File: config.mk
export PLATFORM = sky130hd
export DESIGN_NAME = registro_n_bits_universal
export DESIGN_NICKNAME = d
export VERILOG_FILES = /design/src/rtl/registro_n_bits_universal.sv
export SDC_FILE = /design/constraint.sdc
export NUM_CORES = 1
export LEC_CHECK = 0
export BUFFER_PORTS_ARGS = -buffer_cell sky130_fd_sc_hd__buf_2
export CORE_ASPECT_RATIO = 0.75
export CORE_MARGIN = 3
export CORE_UTILIZATION = 45
export DETAILED_ROUTE_END_ITERATION = 10
export HOLD_SLACK_MARGIN = 0.06
export PLACE_DENSITY = 0.69
export SLEW_MARGIN = 40
export SYNTH_ARGS = -nofsm -noshare
export SYNTH_HDL_FRONTEND = slang
export SYNTH_SLANG_ARGS = --single-unit
File: constraint.sdc
create_clock -name CLK -period 2.4 [get_ports CLK]
set_input_delay 0.12 -clock CLK [delete_from_list [all_inputs] [get_ports CLK]]
set_output_delay 0.12 -clock CLK [all_outputs]
set_load 0.02 [all_outputs]
File: src/rtl/registro_n_bits_universal.sv
// N-bit universal shift register: shift, rotate, load, arithmetic shift, clear,
// plus an autonomous burst mode that performs LEN single-bit shifts with BUSY/DONE.
module registro_n_bits_universal #(
    parameter int N     = 8,
    parameter int CNT_W = 4
) (
    input  logic             CLK,
    input  logic             RESET,
    input  logic             ENB,
    input  logic             DIR,
    input  logic             S_IN,
    input  logic [2:0]       MODO,
    input  logic [N-1:0]     D,
    input  logic [CNT_W-1:0] LEN,
    input  logic             START,
    output logic [N-1:0]     Q,
    output logic             S_OUT,
    output logic             BUSY,
    output logic             DONE
);

    typedef enum logic {IDLE = 1'b0, BURST = 1'b1} state_t;

    state_t             state, state_nx;
    logic [CNT_W-1:0]   cnt, cnt_nx;
    logic               dir_lat, dir_nx;
    logic [N-1:0]       q_nx;
    logic               s_out_nx;
    logic               done_nx;

    assign BUSY = (state == BURST);

    always_ff @(posedge CLK or posedge RESET) begin
        if (RESET) begin
            state   <= IDLE;
            cnt     <= '0;
            dir_lat <= 1'b0;
            Q       <= '0;
            S_OUT   <= 1'b0;
            DONE    <= 1'b0;
        end else if (ENB) begin
            state   <= state_nx;
            cnt     <= cnt_nx;
            dir_lat <= dir_nx;
            Q       <= q_nx;
            S_OUT   <= s_out_nx;
            DONE    <= done_nx;
        end
    end

    always_comb begin
        state_nx = state;
        cnt_nx   = cnt;
        dir_nx   = dir_lat;
        q_nx     = Q;
        s_out_nx = S_OUT;
        done_nx  = 1'b0;
        case (state)
            IDLE: begin
                case (MODO)
                    3'b001: begin
                        q_nx     = DIR ? {S_IN, Q[N-1:1]} : {Q[N-2:0], S_IN};
                        s_out_nx = DIR ? Q[0] : Q[N-1];
                    end
                    3'b010: begin
                        q_nx     = DIR ? {Q[0], Q[N-1:1]} : {Q[N-2:0], Q[N-1]};
                        s_out_nx = DIR ? Q[0] : Q[N-1];
                    end
                    3'b011: begin
                        q_nx     = D;
                        s_out_nx = 1'b0;
                    end
                    3'b100: begin
                        q_nx     = DIR ? {Q[N-1], Q[N-1:1]} : {Q[N-2:0], 1'b0};
                        s_out_nx = DIR ? Q[0] : Q[N-1];
                    end
                    3'b101: begin
                        // A zero-length burst completes immediately without leaving IDLE.
                        if (START) begin
                            if (LEN != '0) begin
                                dir_nx   = DIR;
                                cnt_nx   = LEN;
                                state_nx = BURST;
                            end else begin
                                done_nx = 1'b1;
                            end
                        end
                    end
                    3'b110: begin
                        q_nx     = '0;
                        s_out_nx = 1'b0;
                    end
                    default: ;
                endcase
            end
            BURST: begin
                q_nx     = dir_lat ? {S_IN, Q[N-1:1]} : {Q[N-2:0], S_IN};
                s_out_nx = dir_lat ? Q[0] : Q[N-1];
                cnt_nx   = cnt - CNT_W'(1);
                if (cnt == CNT_W'(1)) begin
                    state_nx = IDLE;
                    done_nx  = 1'b1;
                end
            end
            default: state_nx = IDLE;
        endcase
    end

endmodule

# Word-level counts from Yosys, hierarchy flattened
# Index checks and enable logic that the tools add are counted.
[word_totals]
elab_cells = 54
register_bits = 16
in_bits = 21
out_inout_bits = 11
[op_classes]
add_sub_neg = 1
bitwise = 1
muxes = 24
n_eq_ne = 13
n_reduce_logical = 8
[op_table]
columns = ["operator", "count"]
rows = [
  ["case mux 8 bit (5 select lines)", 1],
  ["two-way mux 8 bit", 4],
  ["case mux 8 bit (2 select lines)", 1],
  ["two-way mux 4 bit", 3],
  ["two-way mux 1 bit", 10],
  ["equality test 3 bit, second input constant", 3],
  ["case mux 1 bit (2 select lines)", 4],
  ["case mux 4 bit (2 select lines)", 1],
  ["equality test 3 x 2 -> 1 bit, second input constant", 2],
  ["!= test 3 bit, second input constant", 2],
  ["!= test 6 x 1 -> 1 bit, second input constant", 1],
  ["AND reduction 5 bit", 1],
  ["equality test 4 x 1 -> 1 bit, second input constant", 1],
  ["!= test 2 bit, second input constant", 2],
  ["AND reduction 2 bit", 2],
  ["AND reduction 4 bit", 1],
  ["nonzero test 4 bit", 1],
  ["subtractor 4 x 1 -> 4 bit, second input constant", 1],
  ["equality test 3 x 1 -> 1 bit, second input constant", 1],
  ["AND reduction 3 bit", 1],
  ["OR reduction 3 bit", 1],
  ["!= test 2 x 1 -> 1 bit, second input constant", 1],
  ["OR reduction 2 bit", 1],
  ["inverter 1 bit", 1],
]

# Depth between registers and ports, before layout
# Gate-level depths: netlist (run 1).
[depth]
ltp_word = 5
mapped_depth = 6
ltp_nobuf = 6

# Least setup slack after synthesis (run 1)
# No wires, ideal clock.
[synth_path]
path_kind = "register -> register"
startpoint = "reg state (netlist: BUSY)"
endpoint = "reg Q[6]"
t_required_ps = 2279
path_buffers = 2
stages_incl_launch_ff = 7
setup_slack_ps = 636
setup_time_ps = 121
period_less_slack_ps = 1764
arrival_ps = 1643
path_cell_list = "dfrtp_1 -> buf_6 -> or4_4 -> o211ai_2 -> buf_8 -> a21oi_2 -> a22o_1"
[synth_via]
elab_chain_cells = 3
elab_cells_between_ends = 4
classes_between = "eq/ne: 1; mux: 1; bitwise: 1; reduce/logical: 1"
[synth_lines]
columns = ["element", "line", "rtl"]
rows = [
  ["start: declaration", "24", "state_t state, state_nx;"],
  ["start signal: assignment", "42", "state <= state_nx;"],
  ["inverter 1 bit (no line)", "n/a", ""],
  ["!= test 6 x 1 -> 1 bit (no line)", "n/a", ""],
  ["AND reduction 2 bit (no line)", "n/a", ""],
  ["end signal: assignment", "45", "Q <= q_nx;"],
  ["end: declaration", "16", "output logic [N-1:0] Q,"],
]
# Several ways; a longest one is shown, not always the timed one.
# A chain may end at the register's enable or synchronous reset.

# Worst setup path after layout (run 1)
[layout_path]
startpoint = "reg state (netlist: BUSY)"
endpoint = "reg Q[5]"
# Same word-level chain as after synthesis.

==> metrics.cfg, run 1 <==
[run_status]
outcome=finished clean

[timing]
hold_viol_final=0
finalSetupTns_ns=0
finalCritPeriodShare=0.720
setup_viol=0
timing.final.ws_setup_ns=0.673
maxSlewViolCount=0
max-slew-margin-rel=0.514
rsz0062_at_grt=no
max_freq_mhz=579
fin_crit_ns=1.73
finClkSkew_ns=0.00109
worst_pin_slew_ns=0.727

[finish]
final_cell_mix=buf_2 (31), a21oi_1 (20), dfrtp_1 (16), mux2i_1 (16), nand2_1 (11)
fin_nets=197
n_antenna_cell=0
final_common_cell=buf_2
final_core_util=0.559
layout-drive-gt1-share=0.243
nFillCells=247
stdcell_area_um2=1490
syn_to_final_growth_pct=15.8

[floorplanning]
initial_core_util=0.483
die_area_um2=3540
rows=16
die_height_um=52.3
coreArea_um2=2660
fp.dieW_um=67.7
io_pins=32

[place]
preCtsSetupSlack_ns=0.741
port_buffers=31
hpwl_um=2400
placed_area_um2=1420
place.gp.congestion=0.794

[min_path]
worstHoldPathType=input port to flip-flop
hold_start=LEN[3]
min_to=cnt[3]$_DFFE_PP0P_
hold_path_depth=2

[routing]
via_per_inst=6.00
first_pass_iters=4
routedWlPerCell_um=16.6
antenna_left=0
drtIter0Drc=161
vias=1253
drc_errors=0
wl_um=3460

[yosys]
syn_area_um2=1290
synthTopCellsByArea=dfrtp_1 (31%), mux2i_1 (12%), a21oi_1 (7.8%), a311o_1 (4.7%), a22o_1 (4.1%)
yosys.area.top_type_share=0.311
synth_nets=171
synth_area_per_cell_um2=8.69
syn_inst=148
synth_cell_types=40
synth_top_cell_by_area=dfrtp_1
synth-warning-count=0
ys_seq_area_frac=0.311
ys_ff_latch=16

[critical_path]
worst_r2r_startpoint=BUSY$_DFFE_PP0P_
rr_endpoint=Q[5]$_DFFE_PP0P_
r2r_setup_slack_ns=0.67
rr_worst_depth=4
worstSetupPathType=flip-flop to flip-flop
worstSetupStartpointType=flip-flop
critPathMaxFanout=26
endpoint_kind=flip-flop
critPathArrivalTime_ns=1.87
crit_required_ns=2.54

[clock_tree]
cts.sinks=16
htree_levels=1
cts_buffers=3
cts-root-buf=clkbuf_8
clk_pin_slew_ns=0.07
cts_tree=done
clk_path_buf_depth=2
clk_latency_ns=0.26
cts_setup_buffers=0

[pwr]
leakagePower_nw=0.681
clkPwrFrac=0.145
internal-power_mw=0.924
power_density_nw_per_um2=1140
p_sw_frac=0.457
fin_total_pwr_mw=1.70
power_frac_seq=0.348
power.switching_mw=0.777
combPwrFrac=0.507
vdd_ir_drop_max_mv=0.538

[global_route]
track_usage=0.213
grt_max_degree=27
grt_remaining_overflow=0
antenna_found_initial=0
grt_pass1_wl_um=5720
grt_pass1_vias=1170

[run]
cap_violations=0

[flip-flops by register name (all words and copies together), names as in the netlist]
register / flops
Q: 8
S_OUT: 1
BUSY: 1
DONE: 1
cnt: 4
dir_lat: 1
[layout make-up]
type                       count  area (um^2)  share of cell area
timing repair buffer          33          173               0.116
sequential                    16          400               0.269
tap                           36         45.0              0.0303
clock buffer                   4         55.1              0.0370
multi-input combinational    112          786               0.528
inverter                       8         30.0              0.0202
[through the flow]
step	hold slack, ns	std cells
2_1_floorplan	0.0337	148
3_3_place_gp	0.245	204
6_report	0.172	209
3_5_place_dp	0.242	204
5_1_grt	0.178	209
4_1_cts	0.170	209
[power by group through the flow]
stage               sequential, mW  clock (mW)  combinational (mW)
floorplan                    0.619           0               0.595
global placement             0.576           0               0.829
detailed placement           0.584           0               0.854
CTS                          0.582       0.253               0.858
global route                 0.613       0.263               0.956
finish                       0.591       0.247               0.863
[worst max path at each step]
| stage | from | end | cells past startpoint |
|---|---|---|---|
| 2_1_floorplan | BUSY$_DFFE_PP0P_ | Q[6]$_DFFE_PP0P_ | 6 |
| 3_3_place_gp | BUSY$_DFFE_PP0P_ | Q[3]$_DFFE_PP0P_ | 4 |
| 3_5_place_dp | BUSY$_DFFE_PP0P_ | Q[5]$_DFFE_PP0P_ | 4 |
| 4_1_cts | BUSY$_DFFE_PP0P_ | Q[5]$_DFFE_PP0P_ | 4 |
| 5_1_grt | BUSY$_DFFE_PP0P_ | Q[3]$_DFFE_PP0P_ | 4 |
| 6_report | BUSY$_DFFE_PP0P_ | Q[5]$_DFFE_PP0P_ | 4 |
[synth_stat cells]
master,number
mux2_2,1
nand4b_1,1
o221ai_1,2
a21oi_2,1
a21boi_0,1
a21oi_1,20
nor3b_1,2
o2111ai_1,1
buf_6,1
clkbuf_1,5
or3b_2,1
o21a_1,3
ha_1,2
nand2_1,11
o221a_2,1
xor2_1,1
a22oi_1,1
o31ai_1,1
a22o_1,6
nand3b_1,1
nor3_1,1
inv_1,8
nor2_1,5
buf_8,1
nor4_1,1
a311o_1,6
nand2b_1,2
o2bb2ai_1,1
o22ai_1,3
o211ai_2,1
buf_2,5
and2_1,2
nor2b_1,3
nand3_1,4
dfrtp_1,16
or4_4,1
o211ai_1,1
o21ai_0,6
a31oi_1,2
mux2i_1,16
[layer usage]
metal  vias to the layer above  GRT usage  part of all wire
met3                         5     0.0536             0.073
met4                         0     0.0404            0.0064
li1                        606          -                 -
met1                       594      0.312              0.49
met5                         -          0                 0
met2                        48      0.313              0.43
[cells by family (layout without fill, tap and decap cells)]
family          after synthesis  after routing  synth area share
compound gates               57             57             0.306
xor+xnor                      1              1           0.00681
fa+ha+maj                     2              2            0.0195
buf+inv                      20             45            0.0778
flops                        16             16             0.311
mux                          17             17             0.133
simple gates                 35             35             0.145
[critical path, cell delays in order (launching register included)]
cell,delay (ns)
dfrtp_1,0.38
buf_4,0.23
o211ai_2,0.64
a21oi_1,0.12
a22o_1,0.24
[timing repair]
action	CTS	global route
gates resized for setup	0	0
hold buffers	1	0
hold endpoints to repair	16	0
Power figures use the tool's default switching activity.
==> run 2: changes to the inputs <==
Clock period 2.4 ns to 1.6 ns, I/O delays scaled along.
==> metrics.cfg, run 2 (same netlist as run 1, synthesis figures left out) <==
[clock_tree]
cts_resized=0  ; unchanged
cts_tree=done
cts_buffers=3  ; unchanged
postCtsHoldBufs=1  ; unchanged
htree_levels=1  ; unchanged
clk_latency_ns=0.25  ; about the same
clk_pin_slew_ns=0.06  ; about the same
cts_setup_buffers=0  ; unchanged
cts.sinks=16  ; unchanged
clk_path_buf_depth=2  ; unchanged
cts-root-buf=clkbuf_8

[timing]
hold_viol_final=0  ; unchanged
worst_pin_slew_ns=0.626  ; -0.101 ns
finalCritPeriodShare=0.935  ; +0.215
fin_crit_ns=1.50  ; -0.231 ns
maxSlewViolCount=0  ; unchanged
timing.hold.ws_ns=0.131  ; -0.0413 ns
max-slew-margin-rel=0.582  ; +0.0680
max_freq_mhz=669  ; +15%
rsz0062_at_grt=no
finClkSkew_ns=0.00149  ; +0.000399 ns
setup_viol=0  ; unchanged
finalSetupTns_ns=0  ; unchanged

[routing]
wl_um=3600  ; +4.2%
antenna_left=0  ; unchanged
drtIter0Drc=105  ; -35%
via_per_inst=5.96  ; -0.55%
vias=1270  ; +1.4%
first_pass_iters=6  ; +2
drc_errors=0  ; unchanged
routedWlPerCell_um=16.9  ; +2.2%

[run]
cap_violations=0  ; unchanged

[floorplanning]
die_height_um=52.3  ; unchanged
coreArea_um2=2660  ; unchanged
fp.dieW_um=67.7  ; unchanged
rows=16  ; unchanged
initial_core_util=0.483  ; unchanged
io_pins=32  ; unchanged
die_area_um2=3540  ; unchanged

[critical_path]
endpoint_kind=flip-flop
critPathMaxFanout=16  ; -38%
crit_chain=or4_4, o211ai_4, a21oi_1, a22o_1
critPathArrivalTime_ns=1.64  ; -0.23 ns
crit_buf_inv=0  ; -1
crit_required_ns=1.74  ; -0.80 ns
worstSetupStartpointType=flip-flop
path_delay_family=compound AO/OA/AOI/OAI gates
worstSetupPathType=flip-flop to flip-flop
cpPeakStageDelay_ns=0.43  ; -0.21 ns
crit_path_top_delay_cell=dfrtp_2

[place]
port_buffers=31  ; unchanged
place.gp.congestion=0.828  ; +4.3%
hpwl_um=2640  ; +9.9%
placed_area_um2=1480  ; +3.7%

[global_route]
grt_pass1_wl_um=5950  ; +4.0%
grt_remaining_overflow=0  ; unchanged
track_usage=0.224  ; +0.0117
grt_max_degree=27  ; unchanged
antenna_found_initial=0  ; unchanged
grt_pass1_vias=1194  ; +2.1%

[finish]
stdcell_area_um2=1540  ; +3.5%
fin_nets=201  ; +2.0%
syn_to_final_growth_pct=19.8
final_cell_mix=buf_2 (31), a21oi_1 (20), mux2i_1 (16), dfrtp_1 (15), nand2_1 (11)
nFillCells=247  ; unchanged
final_core_util=0.579  ; +0.0197
layout-drive-gt1-share=0.266  ; +0.0228
largest_reg_flops=8  ; unchanged
final_common_cell=buf_2
largest_registers=Q x8, cnt x4
n_antenna_cell=0  ; unchanged
top_register=Q

[run_status]
outcome=finished clean

[min_path]
worstHoldPathType=input port to flip-flop

[pwr]
power_density_nw_per_um2=1720  ; +51%
leakagePower_nw=0.706  ; +3.6%
vdd_ir_drop_max_mv=1.12  ; +110%

==> run 2: worst reg2reg max path: cells and delay by family (launching register included) <==
family	cells	cell delay [ns]
compound gates	3	0.53
flops	1	0.43
simple gates	1	0.43
==> run 2: path summary, 6_finish.rpt <==
kind	from	slack, ns	to	cells after the start
max in group asynchronous	RESET	0.71	BUSY$_DFFE_PP0P_	3
setup reg to reg	BUSY$_DFFE_PP0P_	0.10	Q[3]$_DFFE_PP0P_	4
hold / removal	LEN[3]	0.13	cnt[3]$_DFFE_PP0P_	2
hold reg to reg	S_OUT$_DFFE_PP0P_	0.50	S_OUT$_DFFE_PP0P_	2
setup / recovery	BUSY$_DFFE_PP0P_	0.10	Q[3]$_DFFE_PP0P_	4
min in group asynchronous	RESET	0.45	Q[0]$_DFFE_PP0P_	3
==> run 2: report_power, final <==
part | switching, mW | internal (mW) | leakage, nW | total (mW)
Sequential | 0.301 | 0.589 | 0.196 | 0.890
Combinational | 0.742 | 0.653 | 0.481 | 1.39
Clock | 0.152 | 0.219 | 0.0288 | 0.371
Total | 1.19 | 1.46 | 0.706 | 2.66
==> run 2: per-stage QoR <==
| step | instances | setup slack (ns) | total power, mW |
|---|---|---|---|
| after floorplan | 148 | 0.000566 | 1.83 |
| after global placement | 208 | 0.166 | 2.21 |
| after detailed placement | 208 | 0.116 | 2.27 |
| after CTS | 213 | 0.109 | 2.65 |
| after global routing | 213 | 0.00335 | 2.86 |
| final | 213 | 0.104 | 2.66 |
==> run 2: per-layer routing <==
layer	global-route usage	vias up	routed length, um
met4	0.0337	0	20
li1	-	612	-
met3	0.0622	6	239
met2	0.338	43	1620
met1	0.322	609	1720
met5	0	-	0
==> run 2: final cells by class <==
cell class | count | area [um^2] | share of cell area
inverters | 8 | 30.0 | 0.0195
multi-input cells | 112 | 795 | 0.515
flip-flops and latches | 16 | 402 | 0.261
clock buffers | 4 | 55.1 | 0.0357
well taps | 36 | 45.0 | 0.0292
repair buffers | 37 | 215 | 0.140
